### src/rtl/word_unpack_pkg.sv
// Shared types and helpers for the word-to-byte unpacker and its sibling packers.
package word_unpack_pkg;

    typedef enum logic {
        IDLE = 1'b0,
        EMIT = 1'b1
    } state_e;

    // Width of a byte-count field able to hold the value N (N = word_w/byte_w).
    function automatic int nb_width(input int word_w, input int byte_w);
        return $clog2(word_w / byte_w) + 1;
    endfunction

    // A requested count of 0, or anything above N, means "the whole word".
    function automatic int unsigned nbytes_eff(input int unsigned nbytes, input int unsigned n);
        return ((nbytes == 0) || (nbytes > n)) ? n : nbytes;
    endfunction

endpackage

### src/rtl/byte_part_sel.sv
// Combinational byte selector: picks symbol idx_i out of hold_i, ascending from
// bit 0 or descending from the top bit depending on MSB_FIRST.
module byte_part_sel #(
    parameter int WORD_W    = 256,
    parameter int BYTE_W    = 8,
    parameter int MSB_FIRST = 0,
    parameter int IDX_W     = 5
) (
    input  logic [WORD_W-1:0] hold_i,
    input  logic [IDX_W-1:0]  idx_i,
    output logic [BYTE_W-1:0] byte_o
);

    localparam int OFF_W = $clog2(WORD_W);

    logic [OFF_W-1:0] off;

    always_comb begin
        off = OFF_W'(idx_i) * OFF_W'(BYTE_W);
    end

    generate
        if (MSB_FIRST != 0) begin : g_msb
            always_comb begin
                byte_o = hold_i[OFF_W'(WORD_W - 1) - off -: BYTE_W];
            end
        end else begin : g_lsb
            always_comb begin
                byte_o = hold_i[off +: BYTE_W];
            end
        end
    endgenerate

endmodule

### src/rtl/word_byte_unpacker.sv
// Accepts one wide word per valid/ready handshake and streams its bytes out one per cycle.
// Define WORD_UNPACK_PARITY_EN to add out_parity (XOR of out_data, aligned with it).
module word_byte_unpacker
    import word_unpack_pkg::*;
#(
    parameter int WORD_W    = 256,
    parameter int BYTE_W    = 8,
    parameter int MSB_FIRST = 0,
    parameter int NB_W      = nb_width(WORD_W, BYTE_W)
) (
    input  logic              clk,
    input  logic              rst,
    input  logic              in_valid,
    output logic              in_ready,
    input  logic [WORD_W-1:0] in_data,
    input  logic [NB_W-1:0]   in_nbytes,
    output logic              out_valid,
    input  logic              out_ready,
    output logic [BYTE_W-1:0] out_data,
    output logic              out_last
`ifdef WORD_UNPACK_PARITY_EN
    ,
    output logic              out_parity
`endif
);

    localparam int unsigned N     = WORD_W / BYTE_W;
    localparam int          IDX_W = (N > 1) ? $clog2(N) : 1;

    state_e             state_q, state_d;
    logic [WORD_W-1:0]  hold_q, hold_d;
    logic [NB_W-1:0]    cnt_q, cnt_d;
    logic [IDX_W-1:0]   idx_q, idx_d;
    logic [BYTE_W-1:0]  sel_byte;
    logic               is_last;
    logic               load;

    byte_part_sel #(
        .WORD_W    (WORD_W),
        .BYTE_W    (BYTE_W),
        .MSB_FIRST (MSB_FIRST),
        .IDX_W     (IDX_W)
    ) u_sel (
        .hold_i (hold_q),
        .idx_i  (idx_q),
        .byte_o (sel_byte)
    );

    assign is_last = (state_q == EMIT) && (NB_W'(idx_q) == (cnt_q - NB_W'(1)));

    always_comb begin
        state_d   = state_q;
        hold_d    = hold_q;
        cnt_d     = cnt_q;
        idx_d     = idx_q;
        in_ready  = 1'b0;
        out_valid = 1'b0;
        load      = 1'b0;

        case (state_q)
            IDLE: begin
                in_ready = 1'b1;
                load     = in_valid;
            end
            EMIT: begin
                out_valid = 1'b1;
                if (out_ready) begin
                    if (!is_last) begin
                        idx_d = idx_q + IDX_W'(1);
                    end else begin
                        // Final byte leaving: take the next word in the same cycle, no bubble.
                        in_ready = 1'b1;
                        if (in_valid) begin
                            load = 1'b1;
                        end else begin
                            state_d = IDLE;
                        end
                    end
                end
            end
            default: state_d = IDLE;
        endcase

        if (load) begin
            hold_d  = in_data;
            cnt_d   = NB_W'(nbytes_eff(32'(in_nbytes), N));
            idx_d   = '0;
            state_d = EMIT;
        end
    end

    always_ff @(posedge clk) begin
        if (rst) begin
            state_q <= IDLE;
            hold_q  <= '0;
            cnt_q   <= '0;
            idx_q   <= '0;
        end else begin
            state_q <= state_d;
            hold_q  <= hold_d;
            cnt_q   <= cnt_d;
            idx_q   <= idx_d;
        end
    end

    // Outputs are zero whenever no byte is being offered.
    assign out_data = (state_q == EMIT) ? sel_byte : '0;
    assign out_last = is_last;

`ifdef WORD_UNPACK_PARITY_EN
    assign out_parity = ^out_data;
`else
    // Parity output is not built in this configuration.
`endif

endmodule

### config.mk
export PLATFORM = sky130hd
export DESIGN_NAME = word_byte_unpacker
export DESIGN_NICKNAME = d
export VERILOG_FILES = /design/src/rtl/word_unpack_pkg.sv /design/src/rtl/byte_part_sel.sv /design/src/rtl/word_byte_unpacker.sv
export SDC_FILE = /design/constraint.sdc
export NUM_CORES = 1
export LEC_CHECK = 0
export CORE_MARGIN = 8
export CORE_UTILIZATION = 45
export CTS_CLUSTER_DIAMETER = 60
export DETAILED_ROUTE_END_ITERATION = 16
export MAX_ROUTING_LAYER = met4
export PLACE_DENSITY = 0.8
export SLEW_MARGIN = 15
export SYNTH_ARGS = -nofsm -noshare
export SYNTH_HDL_FRONTEND = slang
export SYNTH_SLANG_ARGS = --single-unit
### constraint.sdc
create_clock -name clk -period 6 [get_ports clk]
set_input_delay 1.5 -clock clk [delete_from_list [all_inputs] [get_ports clk]]
set_output_delay 1.5 -clock clk [all_outputs]
set_load 0.05 [all_outputs]
After elaboration in Yosys (flattened, before gate mapping)
Cells that the tools add are included.
- add/subtract/negate cells: 2
- $mul: 0
- div/mod/pow operators: 0
- magnitude comparators: 1
- equality and inequality tests: 1
- shifts and indexed selects: 1
- multiplexer cells: 14
- bitwise logic cells: 2
- reduce and logical (&&, ||, !) cells: 5
- operators with widths (cell ; number):
    indexed part select 256 x 9 -> 8 bit ; 1
    2-to-1 mux 1 bit ; 10
    2-to-1 mux 8 bit ; 1
    == test 5 x 6 -> 1 bit ; 1
    greater-than comparator 6 bit (second input constant) ; 1
    zero test 6 bit ; 1
    2-to-1 mux 6 bit ; 1
    subtractor 6 x 1 -> 6 bit (second input constant) ; 1
    adder 5 x 1 -> 5 bit (second input constant) ; 1
    case mux 1 bit (2 select lines) ; 2
    AND reduction 3 bit ; 1
    inverter 1 bit ; 2
    OR reduction 2 bit ; 1
    logical AND 1 bit ; 1
    logical OR 1 bit ; 1
- flip-flop bits (word level): 268
- latch bits: 0
- memory bits (writable): 0
- memory bits (read-only): 0
- input port bits: 266
- output and inout port bits: 11
- logic and storage cells: 30
- memories kept: 0

Depth between registers and ports, before layout
Gate-level depths: netlist of run 1.
- depth in word-level cells: 7
- mapped depth: 11
- mapped depth without buffers: 7

Modules after synthesis
A second synthesis of run 1 with hierarchy kept.
- cells, all modules: 1336
- area, all modules: 14313.7 um2
- modules (own cells, without submodules) (module ; times used ; cells each ; area each (um2)):
    word_byte_unpacker ; 1 ; 1229 ; 12319.3
    byte_part_sel ; 1 ; 107 ; 1994.4

Worst setup path after synthesis of run 1
No wires, ideal clock.
- path kind: reg2out
- start point: register idx_q[0]
- end point: output out_data[1]
- arrival time: 2.522 ns
- data required time: 4.500 ns
- slack: 1.978 ns
- cell stages (with the launch flop): 8
- buffers on the path: 4
- cells stage by stage: dfxtp_1 > clkbuf_1 > buf_2 > buf_2 > buf_2 > mux4_2 > mux4_2 > a22o_1
- longest elaborated chain between the ends: 2
- ends and longest elaborated chain (what ; RTL line ; RTL):
    start, declared ; word_byte_unpacker.sv:33 ; logic [IDX_W-1:0] idx_q, idx_d;
    start signal, assigned ; word_byte_unpacker.sv:102 ; idx_q <= idx_d;
    indexed part select 256 x 9 -> 8 bit ; byte_part_sel.sv:29 ; byte_o = hold_i[off +: BYTE_W];
    2-to-1 mux 8 bit ; word_byte_unpacker.sv:107 ; assign out_data = (state_q == EMIT) ? sel_byte : '0;
    end, declared ; word_byte_unpacker.sv:19 ; output logic [BYTE_W-1:0] out_data,
No other way between the ends.

Worst setup path after layout of run 1
- start point: register idx_q[0]
- end point: output out_data[3]
Same word-level chain as after synthesis.

==> results of run 1 <==
==> cell families (layout without fill, tap and decap cells) <==
logic type,after synthesis,after routing,synth area share
adder cells (fa/ha/maj),2,2,0.00176
other,0,1,0
multiplexers,346,346,0.314
XOR/XNOR,5,5,0.00308
flip-flops,268,268,0.377
AND/OR/NAND/NOR,565,565,0.248
AO/OA/AOI/OAI,30,30,0.0142
buffers and inverters,115,346,0.0420
==> cell type report <==
type	count	area, µm²	share of cell area
diodes	1	2.50	0.000138
clock buffers	43	871	0.0481
clock inverters	12	149	0.00823
inverters	3	11.3	0.000622
multi-input cells	948	8280	0.458
flip-flops and latches	268	5370	0.297
well taps	402	503	0.0278
repair buffers	288	2910	0.161
==> routing by layer <==
| metal | up-vias | track usage | share of wire | wire length [µm] |
|---|---|---|---|---|
| li1 | 4942 | - | - | - |
| met1 | 5018 | 0.292 | 0.45 | 18700 |
| met2 | 388 | 0.320 | 0.44 | 18000 |
| met3 | 66 | 0.0545 | 0.077 | 3200 |
| met4 | 0 | 0.0764 | 0.035 | 1450 |
| met5 | - | - | 0 | 0 |
==> worst register-to-register path, cell delays in order, from the launching register on <==
cell and delay (ns):
dfxtp_4 1.01, xor2_1 0.23, nand3_1 0.14, nor4bb_1 0.06, buf_4 0.18, a31oi_4 0.74, buf_4 0.54, mux2i_1 0.28
==> per-stage QoR <==
| stage | utilization | hold WS, ns | total power, mW | area (µm²) |
|---|---|---|---|---|
| global route | 0.577 | 0.497 | 4.69 | 18100 |
| floorplan | - | 0.449 | 2.39 | 14200 |
| global placement | 0.544 | 0.460 | 2.68 | 17100 |
| CTS | 0.577 | 0.478 | 4.56 | 18100 |
| detailed placement | 0.544 | 0.468 | 2.69 | 17100 |
| finish | 0.577 | 0.476 | 4.54 | 18100 |
==> how the worst max path moves through the flow <==
| stage | slack (ns) | to |
|---|---|---|
| 2_1_floorplan | 1.98 | out_data[1] |
| 3_3_place_gp | 1.11 | out_data[2] |
| 3_5_place_dp | 1.04 | out_data[3] |
| 4_1_cts | 0.46 | out_data[3] |
| 5_1_grt | 0.33 | out_data[6] |
| 6_report | 0.54 | out_data[3] |
==> cells in the final DEF (no fill, tap or decap), types with 8 or more instances in the layout <==
cell / count
nand2b_1: 517
clkdlybuf4s50_1: 275
dfxtp_1: 266
mux2i_1: 265
mux4_2: 80
clkbuf_16: 31
o21ai_0: 9
a22o_1: 8
buf_4: 8
==> sequential cells by signal, indices dropped and copies added, names as in the netlist <==
signal	flops
hold_q	256
state_q	1
cnt_q	6
idx_q	5
==> power by group through the flow <==
stage / Combinational [mW] / Clock, mW / Sequential (mW)
global placement: 0.644 / 0 / 2.04
CTS: 0.663 / 1.90 / 2.00
global route: 0.707 / 1.97 / 2.01
detailed placement: 0.658 / 0 / 2.03
finish: 0.659 / 1.88 / 2.00
floorplan: 0.418 / 0 / 1.97
==> reports/results.tsv, run 1 <==
stage	metric	value	unit
floorplan	die_x	194	µm
cts	post_cts_buffers	0	
global_routing	antenna_found_initial	1	
critical_path	regToRegSetupSlack	2.73	ns
yosys	synthTopCellsByArea	dfxtp_1 (38%), nand2b_1 (23%), mux2i_1 (19%), mux4_2 (13%), clkbuf_1 (1.9%)	
critical_path	r2r_start	idx_q[0]	
sta	rsz0062_at_grt	no	
critical_path	critPathRequiredTime	4.50	ns
cts	clkTransAtPathRegs	0.06	ns
cts	root_buffer	clkbuf_16	
pwr	power-per-cell-area	251	nW/µm²
hold_path	holdPathStages	2	
cts	cts_hold_buf	0	
placed_design	io_buffers	276	
yosys	synth.avg_cell_area	10.7	µm²
critical_path	crit_slowest_cell	dfxtp_4	
pwr	peakVddDrop	0.210	mV
detailed_routing	via_per_inst	5.30	
global_routing	grt_overflow	0	
placed_design	pre_cts_ws	1.04	ns
yosys	netlist_instances	1331	
critical_path	arrival	3.96	ns
yosys	yosysWarnings	0	
cts	cts_inserted_buffers	31	
yosys	syn_nets	1599	
yosys	netlist-cell-type-count	38	
floorplan	num_rows	65	
detailed_routing	detail-route-antenna-nets	0	
global_routing	grt_usage	0.219	
floorplan	core_area	31400	µm²
hold_path	min_from	hold_q[253]	
yosys	yosysSeqAreaShare	0.377	
pwr	p_sw_frac	0.244	
finish	fillers	2631	
critical_path	cp_cell_sequence	buf_4, mux4_2, mux4_2, a22o_1, clkdlybuf4s50_1	
cts	cts-resized-gates	0	
placed_design	dp.cells	1909	
global_routing	grt_pass1_wl	63300	µm
pwr	p_int	3.43	mW
yosys	synth_edf_count	0	
pwr	switchingPower	1.11	mW
critical_path	crit_cells	5	
sta	period_share	0.911	
detailed_routing	vias	10414	
sta	slew_violations	0	
floorplan	die_y	194	µm
pwr	p_seq_frac	0.440	
critical_path	crit_buf_inv	2	
global_routing	grt_pass1_vias	10755	
finish	area_growth	27.2	%
detailed_routing	postRouteWirelength	41400	µm
sta	final-hold-violation-count	0	
floorplan	dieArea	37600	µm²
cts	clk_latency	0.55	ns
cts	cts_max_level	1	
critical_path	end_kind	primary output	
detailed_routing	wl_per_cell	21.1	µm
detailed_routing	drtIter0Drc	860	
critical_path	timing.rr.end	hold_q[80]	
critical_path	cp-start-kind	flip-flop	
sta	finalSetupViolations	0	
sta	max_slew.worst_pin.slew	0.989	ns
sta	period_needed	5.46	ns
yosys	synth_flop_cell	dfxtp_1	
sta	finalSetupTns	0	ns
sta	fmax	183	MHz
finish	layout.nets	1808	
global_routing	grt_max_degree	230	
yosys	synth_area	14200	µm²
critical_path	cpMostUsedCell	mux4_2	
critical_path	crit_family	buffers and inverters	
floorplan	io_pins	277	
pwr	clockPowerShare	0.415	
critical_path	cp_slowest_stage_delay	1.01	ns
detailed_routing	drt_pass1_iterations	7	
detailed_routing	post-route-drc-count	0	
yosys	async_flop_share	0	
cts	cts.sink_count	268	
pwr	power_frac_comb	0.145	
critical_path	reg2reg_depth	7	
status	outcome	finished clean	
pwr	p_leak	7.37	nW
placed_design	dp_hpwl	30900	µm
cts	clock_tree.buffer_depth	3	
run	maxCapViolations	0	
hold_path	holdPathEnd	hold_q[253]	
hold_path	hp-class	flip-flop to flip-flop	
sta	slew_headroom	0.341	
placed_design	place_congestion	0.915	
critical_path	path_class	flip-flop to primary output	
cts	tritoncts	yes	
floorplan	initial_core_util	0.453	
yosys	synth_seq_cells	268	
finish	stdcell_count	1965	
yosys	yosys.area.top_type_share	0.377	
sta	fin_worst_skew	0.0111	ns
critical_path	critical_path.startpoint	idx_q[0]	
finish	layout-drive-gt1-share	0.0973	
yosys	yosys.area.top_type	dfxtp_1	
yosys	yosysMostFrequentCell	nand2b_1	
sta	setup_slack	0.536	ns
yosys	yosys-top-cells-count	nand2b_1 (517), dfxtp_1 (268), mux2i_1 (265)	
critical_path	crit_fanout	57	
Note: power is estimated with default switching activity, not from simulation.
==> inputs of run 2 (changes only) <==
- CAP_MARGIN: unset -> 20
==> results of run 2 <==
No change in the layout: final DEF, timing and power equal those of run 1.
==> inputs of run 3 (changes only) <==
- CORE_MARGIN: 8 -> unset
- SYNTH_HIERARCHICAL: unset -> 1
==> run 3 against run 2 <==
Net effect:
- combinational power is 0.9% lower
- critical endpoint is now out_data[4]
- synthesized area is 0.57% higher
- critical path type unchanged
- register-to-register slack worse by 0.14 ns
- cell area is 0.12% lower
==> reports/results.tsv, run 3 <==
stage	metric	value	unit
detailed_routing	detail-route-antenna-nets	0	
detailed_routing	drt_pass1_iterations	5	
pwr	power_frac_comb	0.149	
pwr	p_leak	7.36	nW
pwr	p_int	3.30	mW
yosys	synth_area	14300	µm²
cts	cts_inserted_buffers	29	
global_routing	antenna_found_initial	2	
global_routing	grt_pass1_wl	59800	µm
floorplan	core_area	30900	µm²
sta	period_needed	5.28	ns
sta	fmax	190	MHz
global_routing	grt_max_degree	223	
yosys	synth_seq_cells	268	
pwr	switchingPower	1.08	mW
critical_path	cpMostUsedCell	mux4_2	
yosys	syn_nets	1604	
yosys	yosys.area.top_type	dfxtp_1	
finish	largest_reg_flops	256	
floorplan	num_rows	64	
yosys	netlist-cell-type-count	39	
cts	post_cts_buffers	0	
placed_design	dp_hpwl	29500	µm
finish	fillers	2599	
detailed_routing	post-route-drc-count	0	
cts	cts_hold_buf	0	
floorplan	dieArea	32500	µm²
finish	reg.largest.list	hold_q: 256 flops, cnt_q: 6 flops, idx_q: 5 flops	
cts	clkTransAtPathRegs	0.06	ns
sta	final-hold-violation-count	0	
run	maxCapViolations	0	
detailed_routing	wl_per_cell	20.3	µm
placed_design	io_buffers	276	
yosys	synth_flop_cell	dfxtp_1	
placed_design	pre_cts_ws	1.24	ns
finish	layout.nets	1815	
finish	layout-drive-gt1-share	0.102	
pwr	peakVddDrop	0.201	mV
yosys	async_flop_share	0	
cts	clk_latency	0.54	ns
global_routing	grt_usage	0.246	
cts	clock_tree.buffer_depth	3	
critical_path	arrival	3.78	ns
finish	area_growth	26.3	%
detailed_routing	vias	10374	
pwr	p_sw_frac	0.247	
sta	finalSetupViolations	0	
critical_path	critPathRequiredTime	4.50	ns
floorplan	die_x	180	µm
detailed_routing	via_per_inst	5.28	
yosys	yosysMostFrequentCell	nand2b_1	
critical_path	path_class	flip-flop to primary output	
status	outcome	finished clean	
yosys	synth.avg_cell_area	10.7	µm²
hold_path	hp-class	flip-flop to flip-flop	
yosys	yosys.area.top_type_share	0.375	
critical_path	cp-start-kind	flip-flop	
detailed_routing	postRouteWirelength	40000	µm
pwr	p_seq_frac	0.455	
cts	cts-resized-gates	0	
sta	slew_violations	0	
critical_path	end_kind	primary output	
yosys	netlist_instances	1336	
floorplan	die_y	180	µm
sta	whs	0.480	ns
pwr	clockPowerShare	0.396	
critical_path	cp_cell_sequence	buf_4, mux4_2, mux4_2, mux2_2, and2_1, clkdlybuf4s50_1	
critical_path	crit_fanout	26	
cts	cts_max_level	1	
cts	root_buffer	clkbuf_16	
finish	final_common_cell	nand2b_1	
finish	regMostFlops	hold_q	
pwr	power-per-cell-area	242	nW/µm²
global_routing	grt_overflow	0	
sta	slew_headroom	0.322	
sta	setup_slack	0.723	ns
sta	period_share	0.879	
sta	finalSetupTns	0	ns
floorplan	initial_core_util	0.463	
global_routing	grt_pass1_vias	10027	
placed_design	place_congestion	0.924	
critical_path	crit_slowest_cell	clkdlybuf4s50_1	
cts	tritoncts	yes	
sta	rsz0062_at_grt	no	
yosys	yosysSeqAreaShare	0.375	
yosys	synthTopCellsByArea	dfxtp_1 (37%), nand2b_1 (23%), mux2i_1 (19%), mux4_2 (13%), clkbuf_1 (1.8%)	
yosys	yosys-top-cells-count	nand2b_1 (517), dfxtp_1 (268), mux2i_1 (265)	
critical_path	cp_slowest_stage_delay	0.70	ns
yosys	yosysWarnings	6	
floorplan	io_pins	277	
yosys	synth_edf_count	0	
cts	cts.sink_count	268	
sta	max_slew.worst_pin.slew	1.02	ns
detailed_routing	drtIter0Drc	903	
sta	fin_worst_skew	0.00839	ns
finish	mostFrequentLayoutCells	nand2b_1 (517), clkdlybuf4s50_1 (275), dfxtp_1 (266), mux2i_1 (265), mux4_2 (80)	
-- run 3: cell count changes in the layout (fill, tap and decap cells not counted), sizes merged, moves of 2 or more --
cell / before / now
a22o: 8 / 0
buf: 13 / 16
mux2: 1 / 9
and2: 3 / 10
bufinv: 3 / 1
clkbuf: 43 / 41
-- run 3: worst paths after layout --
path / start / to / slack (ns) / cells past startpoint
setup / recovery: idx_q[1] / out_data[4] / 0.72 / 6
hold / removal: hold_q[107] / hold_q[107] / 0.48 / 2
setup reg to reg: idx_q[4] / hold_q[36] / 2.59 / 6
hold reg to reg: hold_q[107] / hold_q[107] / 0.48 / 2
-- run 3: routing by layer --
| layer | vias up | GRT usage | wire length (µm) |
|---|---|---|---|
| met4 | 0 | 0.0574 | 884 |
| met2 | 457 | 0.341 | 16700 |
| met3 | 48 | 0.0560 | 3340 |
| li1 | 4973 | - | - |
| met1 | 4896 | 0.360 | 19100 |
| met5 | - | - | 0 |
-- run 3: area by class of cell --
cell class | count | area [µm²] | area share
antenna | 2 | 5.00 | 0.000277
timing repair buffer | 291 | 2930 | 0.162
sequential | 268 | 5370 | 0.297
clock inverter | 9 | 82.6 | 0.00457
inverter | 3 | 11.3 | 0.000623
multi-input combinational | 954 | 8340 | 0.461
tap | 396 | 495 | 0.0274
clock buffer | 41 | 841 | 0.0465
-- run 3: power groups by stage --
stage          Sequential (mW)  Combinational [mW]  Clock, mW
2_1_floorplan             1.97               0.399          0
3_3_place_gp              2.03               0.638          0
3_5_place_dp              2.02               0.649          0
4_1_cts                   1.99               0.655       1.75
5_1_grt                   2.00               0.698       1.82
6_report                  1.99               0.653       1.73
-- run 3: cells by family (layout without fill, tap and decap cells) --
| kind of cell | Yosys count | after routing | share of synthesized area |
|---|---|---|---|
| DFF | 268 | 268 | 0.375 |
| and+or+nand+nor | 571 | 571 | 0.249 |
| xor gates and xnor gates | 5 | 5 | 0.00306 |
| AOI/OAI and AO/OA | 22 | 22 | 0.00918 |
| adders and majority gates | 2 | 2 | 0.00175 |
| muxes | 354 | 354 | 0.318 |
| buffers and inverters | 114 | 344 | 0.0434 |
| other | 0 | 2 | 0 |
-- run 3: worst max-delay path: cells and delay by family, from the launching register on --
family | cells | cell delay, ns
simple gates | 1 | 0.16
flops | 1 | 0.64
mux | 3 | 1.38
buf+inv | 2 | 1.04
-- run 3: through the flow --
step                power (mW)  cells  cell area (µm²)  utilization
floorplan                 2.37   1336            14300            -
global placement          2.67   1912            17200        0.555
detailed placement        2.67   1912            17200        0.555
CTS                       4.39   1962            18100        0.585
global route              4.52   1964            18100        0.585
finish                    4.38   1964            18100        0.585
